==> src/rtl/apb_regfile_slave.sv <==
// apb_regfile_slave: APB completer with a NUM_REGS x 32-bit register bank and WAIT_STATES extra access cycles.
// Optional macro APB_SLV_PSLVERR_EN: answer out-of-window or misaligned accesses with Pslverr=1.
module apb_regfile_slave #(
  parameter int          SEL_IDX     = 0,
  parameter logic [31:0] BASE_ADDR   = 32'h0000_0020,
  parameter int          NUM_REGS    = 8,
  parameter int          WAIT_STATES = 1
) (
  input  logic        Hclk,
  input  logic        Hreset,
  input  logic [1:0]  Psel,
  input  logic        Penable,
  input  logic        Pwrite,
  input  logic [31:0] Paddr,
  input  logic [31:0] Pwdata,
  output logic [31:0] Prdata,
  output logic        Pready,
  output logic        Pslverr
);

  localparam int AW = $clog2(NUM_REGS) + 2;
  localparam int IW = AW - 2;

`ifdef APB_SLV_PSLVERR_EN
  localparam bit ERR_EN = 1'b1;
`else
  localparam bit ERR_EN = 1'b0;
`endif

  typedef enum logic [1:0] {IDLE, ACCESS, DONE} state_t;

  state_t        state;
  logic [31:0]   regs [NUM_REGS];
  logic [IW-1:0] lat_idx;
  logic          lat_write;
  logic          lat_hit;
  logic [31:0]   lat_wdata;
  logic [3:0]    cnt;

  logic          sel;
  logic          hit;
  logic [IW-1:0] idx;
  logic          unused_psel;

  assign sel         = Psel[SEL_IDX];
  assign unused_psel = ^Psel;
  assign hit         = (Paddr[31:AW] == BASE_ADDR[31:AW]) && (Paddr[1:0] == 2'b00);
  assign idx         = Paddr[AW-1:2];

  // With no wait states the response leaves on the setup edge, so it comes from the live bus.
  logic          rd_hit;
  logic          rd_write;
  logic [IW-1:0] rd_idx;
  logic [31:0]   rdata_next;
  logic          err_next;

  always_comb begin
    rd_hit   = lat_hit;
    rd_write = lat_write;
    rd_idx   = lat_idx;
    if (state == IDLE) begin
      rd_hit   = hit;
      rd_write = Pwrite;
      rd_idx   = idx;
    end
    rdata_next = (rd_hit && !rd_write) ? regs[rd_idx] : 32'h0;
    err_next   = ERR_EN & !rd_hit;
  end

  always_ff @(posedge Hclk) begin
    if (Hreset) begin
      state     <= IDLE;
      Prdata    <= 32'h0;
      Pready    <= 1'b0;
      Pslverr   <= 1'b0;
      cnt       <= 4'd0;
      lat_idx   <= '0;
      lat_write <= 1'b0;
      lat_hit   <= 1'b0;
      lat_wdata <= 32'h0;
      for (int i = 0; i < NUM_REGS; i++) regs[i] <= 32'h0;
    end else begin
      case (state)
        IDLE: begin
          if (sel && !Penable) begin
            lat_idx   <= idx;
            lat_write <= Pwrite;
            lat_hit   <= hit;
            lat_wdata <= Pwdata;
            cnt       <= 4'(WAIT_STATES);
            if (WAIT_STATES == 0) begin
              state   <= DONE;
              Pready  <= 1'b1;
              Prdata  <= rdata_next;
              Pslverr <= err_next;
            end else begin
              state <= ACCESS;
            end
          end
        end
        ACCESS: begin
          if (!sel) begin
            state <= IDLE;
          end else if (cnt > 4'd1) begin
            cnt <= cnt - 4'd1;
          end else begin
            state   <= DONE;
            Pready  <= 1'b1;
            Prdata  <= rdata_next;
            Pslverr <= err_next;
          end
        end
        DONE: begin
          // The write lands only if the bridge is still presenting the access phase.
          if (lat_write && lat_hit && sel && Penable) regs[lat_idx] <= lat_wdata;
          state   <= IDLE;
          Pready  <= 1'b0;
          Prdata  <= 32'h0;
          Pslverr <= 1'b0;
        end
        default: state <= IDLE;
      endcase
    end
  end

endmodule

==> config.mk <==
export PLATFORM = sky130hd
export DESIGN_NAME = apb_regfile_slave
export DESIGN_NICKNAME = d
export VERILOG_FILES = /design/src/rtl/apb_regfile_slave.sv
export SDC_FILE = /design/constraint.sdc
export NUM_CORES = 1
export LEC_CHECK = 0
export ABC_AREA = 1
export CORE_ASPECT_RATIO = 0.9
export CORE_MARGIN = 4
export CORE_UTILIZATION = 30
export DETAILED_ROUTE_END_ITERATION = 12
export REMOVE_ABC_BUFFERS = 1
export SETUP_SLACK_MARGIN = 0.3
export SKIP_LAST_GASP = 1
export SLEW_MARGIN = 20
export SYNTH_ARGS = -nofsm -noshare
export SYNTH_HDL_FRONTEND = slang
export SYNTH_SLANG_ARGS = --single-unit
==> constraint.sdc <==
create_clock -name Hclk -period 4.1 [get_ports Hclk]
set_input_delay 0.41 -clock Hclk [delete_from_list [all_inputs] [get_ports Hclk]]
set_output_delay 0.41 -clock Hclk [all_outputs]
set_load 0.005 [all_outputs]
# After elaboration in Yosys (flattened, before gate mapping)
# Memory sizes are Yosys's and may differ from the RTL's.
# Cells that the tools add are included.
# W data, S select, Z words.
# classes
n_addsub	1
magnitude_cmp	1
eq_ne	8
n_mux	30
reduce_logical	17
# op_table
op	n
$mux W32	4
$pmux W32 S2	1
$reduce_or A32 Y1	1
$eq A27 B1 Y1 const B	1
$mux W1	13
$mux W4	3
$pmux W4 S2	1
$logic_and A1 B1 Y1	6
$mux W2	3
$mux W3	2
$ne A2 B2 Y1 const B	3
$gt A4 B1 Y1 const B	1
$logic_not A2 Y1	2
$pmux W1 S2	2
$pmux W2 S2	1
$reduce_and A2 Y1	2
$reduce_and A4 Y1	1
$reduce_bool A2 Y1	2
$sub A4 B1 Y4 const B	1
$ne A3 B3 Y1 const B	1
$reduce_and A3 Y1	1
$eq A2 B1 Y1 const B	1
$eq A2 B2 Y1 const B	1
$logic_not A1 Y1	2
$ne A2 B1 Y1 const B	1
# word_totals
reg_bits	77
ramBits	256
inputBits	70
out_inout_bits	34
word_cells	67
n_memories	1
# memory_table
name	depth	word_bits	rd	rd_clocked_by_memory_dff	wr	line	rtl
regs	8	32	1	0	8	33	logic [31:0] regs [NUM_REGS];

# Longest topological paths before layout
# Gate-level depths: netlist of the first run.
# logic_depth
depth_word	9
depth_mapped	11
mapped_depth_nobuf	9

# Worst setup path before layout of the first run
# No wires, ideal clock.
# synth_path
path_type	input to register
start	in Hreset
end	mem regs[1][0] (enable)
setup_ns	0.389
t_arrival_ns	2.002
required_time_ns	3.711
slack_ns	1.709
cell_stages	7
path_buffers	2
cell_sequence	clkbuf_1 > nor2_1 > nand4_1 > nor2_1 > nand2_1 > clkbuf_1 > nand2_1
# synth_lines
element	line	rtl
from (decl)	10	input logic Hreset,
to (decl)	33	

==> results.cfg, run 1 <==
[route]
via_count = 11800
drtAntennaViolNets = 0
drt-initial-drc-count = 1064
wl_met1_um = 18500
wl_met2_um = 21200
wl_per_cell_um = 17.4
wl_um = 43900
drc = 0
first_pass_iters = 5
maxUsedRoutingLayer = met4
dr_wl_met3_um = 3120
viasPerCell = 4.70

[floorplan]
std_cell_rows = 78
die_height_um = 222
initial_utilization = 0.304
die_x_um = 246
io_pins = 104
core-area_mm2 = 0.0505
dieArea_mm2 = 0.0547

[worst_hold_path]
holdPathEnd = cnt[1]$_SDFFE_PP0P_
worstHoldStart = Hreset
hold_path_class = in -> reg
hold_depth = 2

[worst_setup_path]
r2r_end = regs[0][20]$_SDFFCE_PN0P_
criticalPathCategory = reg -> reg
cp_num_buf_inv = 2
cp_slowest_stage_delay_ns = 0.54
worstReg2RegStart = state[1]$_SDFFE_PP0P_
crit_required_ns = 4.30
path_cells = inv_1, nor2_1, nand4_1, nor2_1, nand2_1, nand2_1, buf_4
reg2reg_depth = 7
start_kind = flip-flop
rrSetupSlack_ns = 1.60
cp-end-kind = flip-flop
critPathMaxFanout = 12
cp_slowest_cell = nand2_1
cpLargestDelayFamily = simple AND/OR/NAND/NOR gates
worstPathArrival_ns = 2.69

[placement]
dp.cells = 2450
dpl-instance-area_mm2 = 0.0169
dp_slack_ns = 1.29
hpwl_um = 23800
place.gp.congestion = 0.771
io_buffers = 101

[final_layout]
final_cells = 2518
final_cell_mix = 323 x nand3_1, 292 x inv_1, 284 x nor2_1, 256 x edfxtp_1, 234 x nand2_1
diodes = 0
postLayoutCellArea_mm2 = 0.0182
area_growth_pct = 18.6
drive_gt1_frac = 0.0609
mostFrequentLayoutCell = nand3_1
nFillCells = 5113
fin_nets = 1881
final_core_util = 0.360

[cts]
cts_buffers = 37
cts_setup_buffers = 0
ctsResizeCount = 0
clockBufferDepth = 3
cts_hold_buf = 0
h-tree-depth = 2
cts_tree = yes
root_buffer = clkbuf_16
clock_sinks = 332
clk-insertion-delay-late_ns = 0.52
clk_transition_reported_paths_ns = 0.06

[sta]
finalHoldViolations = 0
max_freq_ghz = 0.401
worst_pin_slew_ns = 0.978
drv_slew = 0
finalCriticalPeriod_ns = 2.50
setup_tns_ns = 0
rsz0062_at_grt = false
slew_headroom = 0.346
timing.final.crit_share = 0.609
finalSetupViolCount = 0
hold_slack_ns = 0.381
worst_clock_skew_ns = 0.0135
worst_slack_ns = 1.60

[synthesis]
synth_compound_area_frac = 0.0279
synth_seq_area_share = 0.601
synthMuxAreaShare = 0
yosys_warnings = 0
synth_simple_gate_area_share = 0.252
syn-cell-area_mm2 = 0.0153
synth-adder-area-share = 0.00163
ys_types = 29
synth_xor_area_frac = 0.000572
ys_ff_latch = 332
syn_area_per_cell_um2 = 8.85
synth_top_family_by_area = simple AND/OR/NAND/NOR gates
netlist_instances = 1731

[power]
power.total_mw = 7.78
peakVddDrop_v = 0.000239
powerDensity_mw_per_mm2 = 428
p_leak_nw = 7.10

[grt]
grt_pass1_vias = 11500
grt_overflow = 0
antenna_found_initial = 0
grt_usage = 0.158
grt_pass1_wl_um = 67600
grt_max_degree = 66

[outcome]
status = complete, no violations

[job]
maxCapViolations = 0
-- final cells by class --
cell class | count | area (um^2) | area share
Multi-Input combinational cell | 971 | 4340 | 0.239
Timing Repair Buffer | 141 | 1320 | 0.0726
Clock inverter | 19 | 129 | 0.00709
Inverter | 326 | 1220 | 0.0674
Sequential cell | 332 | 9210 | 0.507
Tap cell | 680 | 851 | 0.0468
Clock buffer | 49 | 1100 | 0.0604
-- flip-flops by register name, summed over array words and instances (netlist names) --
register and flops:
lat_hit 1, lat_wdata 32, regs 256, cnt 4, lat_idx 3, state 2, Prdata 32, Pready 1
lat_write 1
-- worst max path at each step --
stage               cells past startpoint                         to                   from
finish                                  7  regs[0][20]$_SDFFCE_PN0P_  state[1]$_SDFFE_PP0P_
global route                            7  regs[0][28]$_SDFFCE_PN0P_  state[1]$_SDFFE_PP0P_
CTS                                     7  regs[0][28]$_SDFFCE_PN0P_  state[1]$_SDFFE_PP0P_
detailed placement                      8  regs[0][20]$_SDFFCE_PN0P_                Psel[0]
global placement                        8  regs[0][21]$_SDFFCE_PN0P_                Psel[0]
floorplan                               8     Prdata[7]$_SDFFE_PP0P_  state[0]$_SDFFE_PP0P_
-- routing by layer --
layer,track usage,vias to the layer above
met1,0.205,5641
li1,-,5708
met5,0,-
met3,0.0250,74
met4,0.0457,0
met2,0.273,404
-- kinds of logic after synthesis --
group,Yosys count
XOR/XNOR,1
other,1
buffers and inverters,428
adder cells (fa/ha/maj),2
AO/OA/AOI/OAI,78
flip-flops,332
AND/OR/NAND/NOR,889
-- Yosys cell counts --
| master | count | area, um^2 |
|---|---|---|
| o21ai_0 | 35 | 175 |
| o21ai_4 | 2 | 32.5 |
| conb_1 | 1 | 3.75 |
| inv_1 | 292 | 1100 |
| a211oi_1 | 2 | 15.0 |
| edfxtp_1 | 256 | 7690 |
| a221oi_1 | 1 | 8.76 |
| buf_2 | 30 | 150 |
| buf_1 | 2 | 7.51 |
| ha_1 | 2 | 25.0 |
| o22ai_1 | 2 | 12.5 |
| nand3_1 | 323 | 1620 |
| inv_2 | 1 | 3.75 |
| nor2_2 | 2 | 12.5 |
| nand4_1 | 34 | 213 |
| nor3_1 | 3 | 15.0 |
| nand2_2 | 3 | 18.8 |
| xor2_1 | 1 | 8.76 |
| o21ai_2 | 1 | 8.76 |
| clkbuf_1 | 43 | 161 |
| dfxtp_1 | 76 | 1520 |
| nor2_1 | 285 | 1070 |
| a21oi_1 | 35 | 175 |
| clkinv_1 | 33 | 124 |
| buf_4 | 15 | 113 |
| and2_1 | 1 | 6.26 |
| nor2_4 | 1 | 11.3 |
| buf_6 | 12 | 135 |
| nand2_1 | 237 | 890 |
-- power breakdown --
group          switching, mW  internal (mW)
combinational          0.502          0.229
clock                   1.35           1.95
sequential            0.0310           3.72
total                   1.88           5.90
(Power assumes the default switching activity.)
==> inputs of run 2 (changes only) <==
clock period = 2.3 ns   (was 4.1 ns; I/O delays follow)
==> run 2 against run 1 <==
Against the previous run: critical path depth increased by 1; fmax is 29% higher; global-route usage up 0.26 points; count of clock-buffer cells in the layout up 1; setup slack got worse by 1.2 ns; register-to-register slack worse by 1.2 ns; via count rose by 2.6%; final area is 3.5% higher; first-iteration DRC count rose by 14%; clock skew increased by 0.012 ns; combinational power rose by 100%; flip-flop and latch count did not move; highest routed layer unchanged.
==> results.cfg, run 2 (synthesized netlist as in run 1, its figures left out) <==
[outcome]
status = complete, no violations

[grt]
grt_usage = 0.161
grt_pass1_wl_um = 68400
antenna_found_initial = 0
grt_overflow = 0
grt_pass1_vias = 11800
grt_max_degree = 65

[sta]
finalCriticalPeriod_ns = 1.94
slew_headroom = 0.643
finalHoldViolations = 0
worst_clock_skew_ns = 0.0252
drv_slew = 0
hold_slack_ns = 0.264
max_freq_ghz = 0.516
timing.final.crit_share = 0.843
finalSetupViolCount = 0
rsz0062_at_grt = true
worst_pin_slew_ns = 0.534

[worst_setup_path]
path_cells = nor2_4, nand2_2, buf_4, nand3_1, nand3_1, nand3_1, nand4_1, a21oi_2
cp_slowest_cell = dfxtp_2
criticalPathCategory = reg -> reg
cp-end-kind = flip-flop
crit_required_ns = 2.76
critPathMaxFanout = 32
worstPathArrival_ns = 2.40
cp_slowest_stage_delay_ns = 0.36
path_common_cell = nand3_1
start_kind = flip-flop

[final_layout]
top_register = regs
final_cell_mix = 323 x nand3_1, 292 x inv_1, 281 x nor2_1, 256 x edfxtp_1, 227 x nand2_1
fin_nets = 1913
diodes = 0
largest_registers = regs: 256 flops, Prdata: 32 flops, lat_wdata: 32 flops
drive_gt1_frac = 0.0808
mostFrequentLayoutCell = nand3_1
area_growth_pct = 22.8
largest_register_ffs = 256
final_core_util = 0.373

[route]
drtAntennaViolNets = 0
wl_per_cell_um = 17.8
drc = 0
first_pass_iters = 5
via_count = 12100
viasPerCell = 4.76
wl_um = 45500
drt-initial-drc-count = 1210

[job]
maxCapViolations = 0

[cts]
root_buffer = clkbuf_16
clk-insertion-delay-late_ns = 0.53
cts_tree = yes
clk_transition_reported_paths_ns = 0.06
clock_sinks = 332
cts_buffers = 36
h-tree-depth = 2
clockBufferDepth = 3

[floorplan]
core-area_mm2 = 0.0505
die_x_um = 246
std_cell_rows = 78
io_pins = 104
dieArea_mm2 = 0.0547
initial_utilization = 0.304
die_height_um = 222

[placement]
io_buffers = 101
place.gp.congestion = 0.785
hpwl_um = 25500

[power]
power.total_mw = 13.7
powerDensity_mw_per_mm2 = 727
peakVddDrop_v = 0.000390
p_leak_nw = 7.36

[worst_hold_path]
hold_path_class = in -> reg
==> run 2: changes by cell type in the layout (fill, tap and decap cells not counted), sizes merged <==
cell,previous run,this run
buf,41,70
clkbuf,49,53
nor2,288,289
clkinvlp,3,0
==> run 2: repair_timing <==
action                                  in CTS  in global routing
setup buffers                                5                  9
hold buffers                                 0                  0
gates cloned                                 2                  3
resized for setup                            7                 19
pin swaps                                    2                  5
endpoints found under the setup margin     272                264
==> run 2: routing by layer <==
layer  vias up  track usage  wire, um
li1       5789            -         -
met1      5739        0.210     18700
met2       521        0.265     21800
met3        82       0.0309      3710
met4         0       0.0589      1300
met5         -            0         0
==> run 2: layout make-up <==
class	instances	area, um^2
fill	5041	31600
timing repair buffer	173	2020
clock inverter	16	104
sequential	332	9210
multi-input combinational	972	4400
inverter	326	1220
clock buffer	50	1000
tap	680	851
==> run 2: critical path, delay by kind of cell (launching register included) <==
kind,cells,cell delay (ns)
and+or+nand+nor,6,1.00
buffers and inverters,1,0.29
AOI/OAI and AO/OA,1,0.19
DFF,1,0.36
==> run 2: final timing paths <==
check / from / to / slack, ns / cells past startpoint
setup reg to reg: state[0]$_SDFFE_PP0P_ / Prdata[3]$_SDFFE_PP0P_ / 0.36 / 8
hold reg to reg: Prdata[16]$_SDFFE_PP0P_ / Prdata[16]$_SDFFE_PP0P_ / 0.46 / 2
setup / recovery: state[0]$_SDFFE_PP0P_ / Prdata[3]$_SDFFE_PP0P_ / 0.36 / 8
hold / removal: Hreset / Prdata[19]$_SDFFE_PP0P_ / 0.26 / 3
==> run 2: where the power goes <==
part / internal (mW) / switching [mW] / total (mW) / leakage [nW]
combinational: 0.533 / 0.947 / 1.48 / 3.55
sequential: 6.63 / 0.0595 / 6.69 / 3.26
clock: 3.17 / 2.33 / 5.50 / 0.547
==> run 2: stage by stage <==
step	setup WS (ns)	setup TNS [ns]	instances	cell area (um^2)
CTS	0.284	0	2537	18600
floorplan	-1.17	-105.08	1629	14800
finish	0.361	0	2549	18800
global placement	0.0660	0	2464	17300
global route	0.260	0	2549	18800
detailed placement	0.0685	0	2464	17300
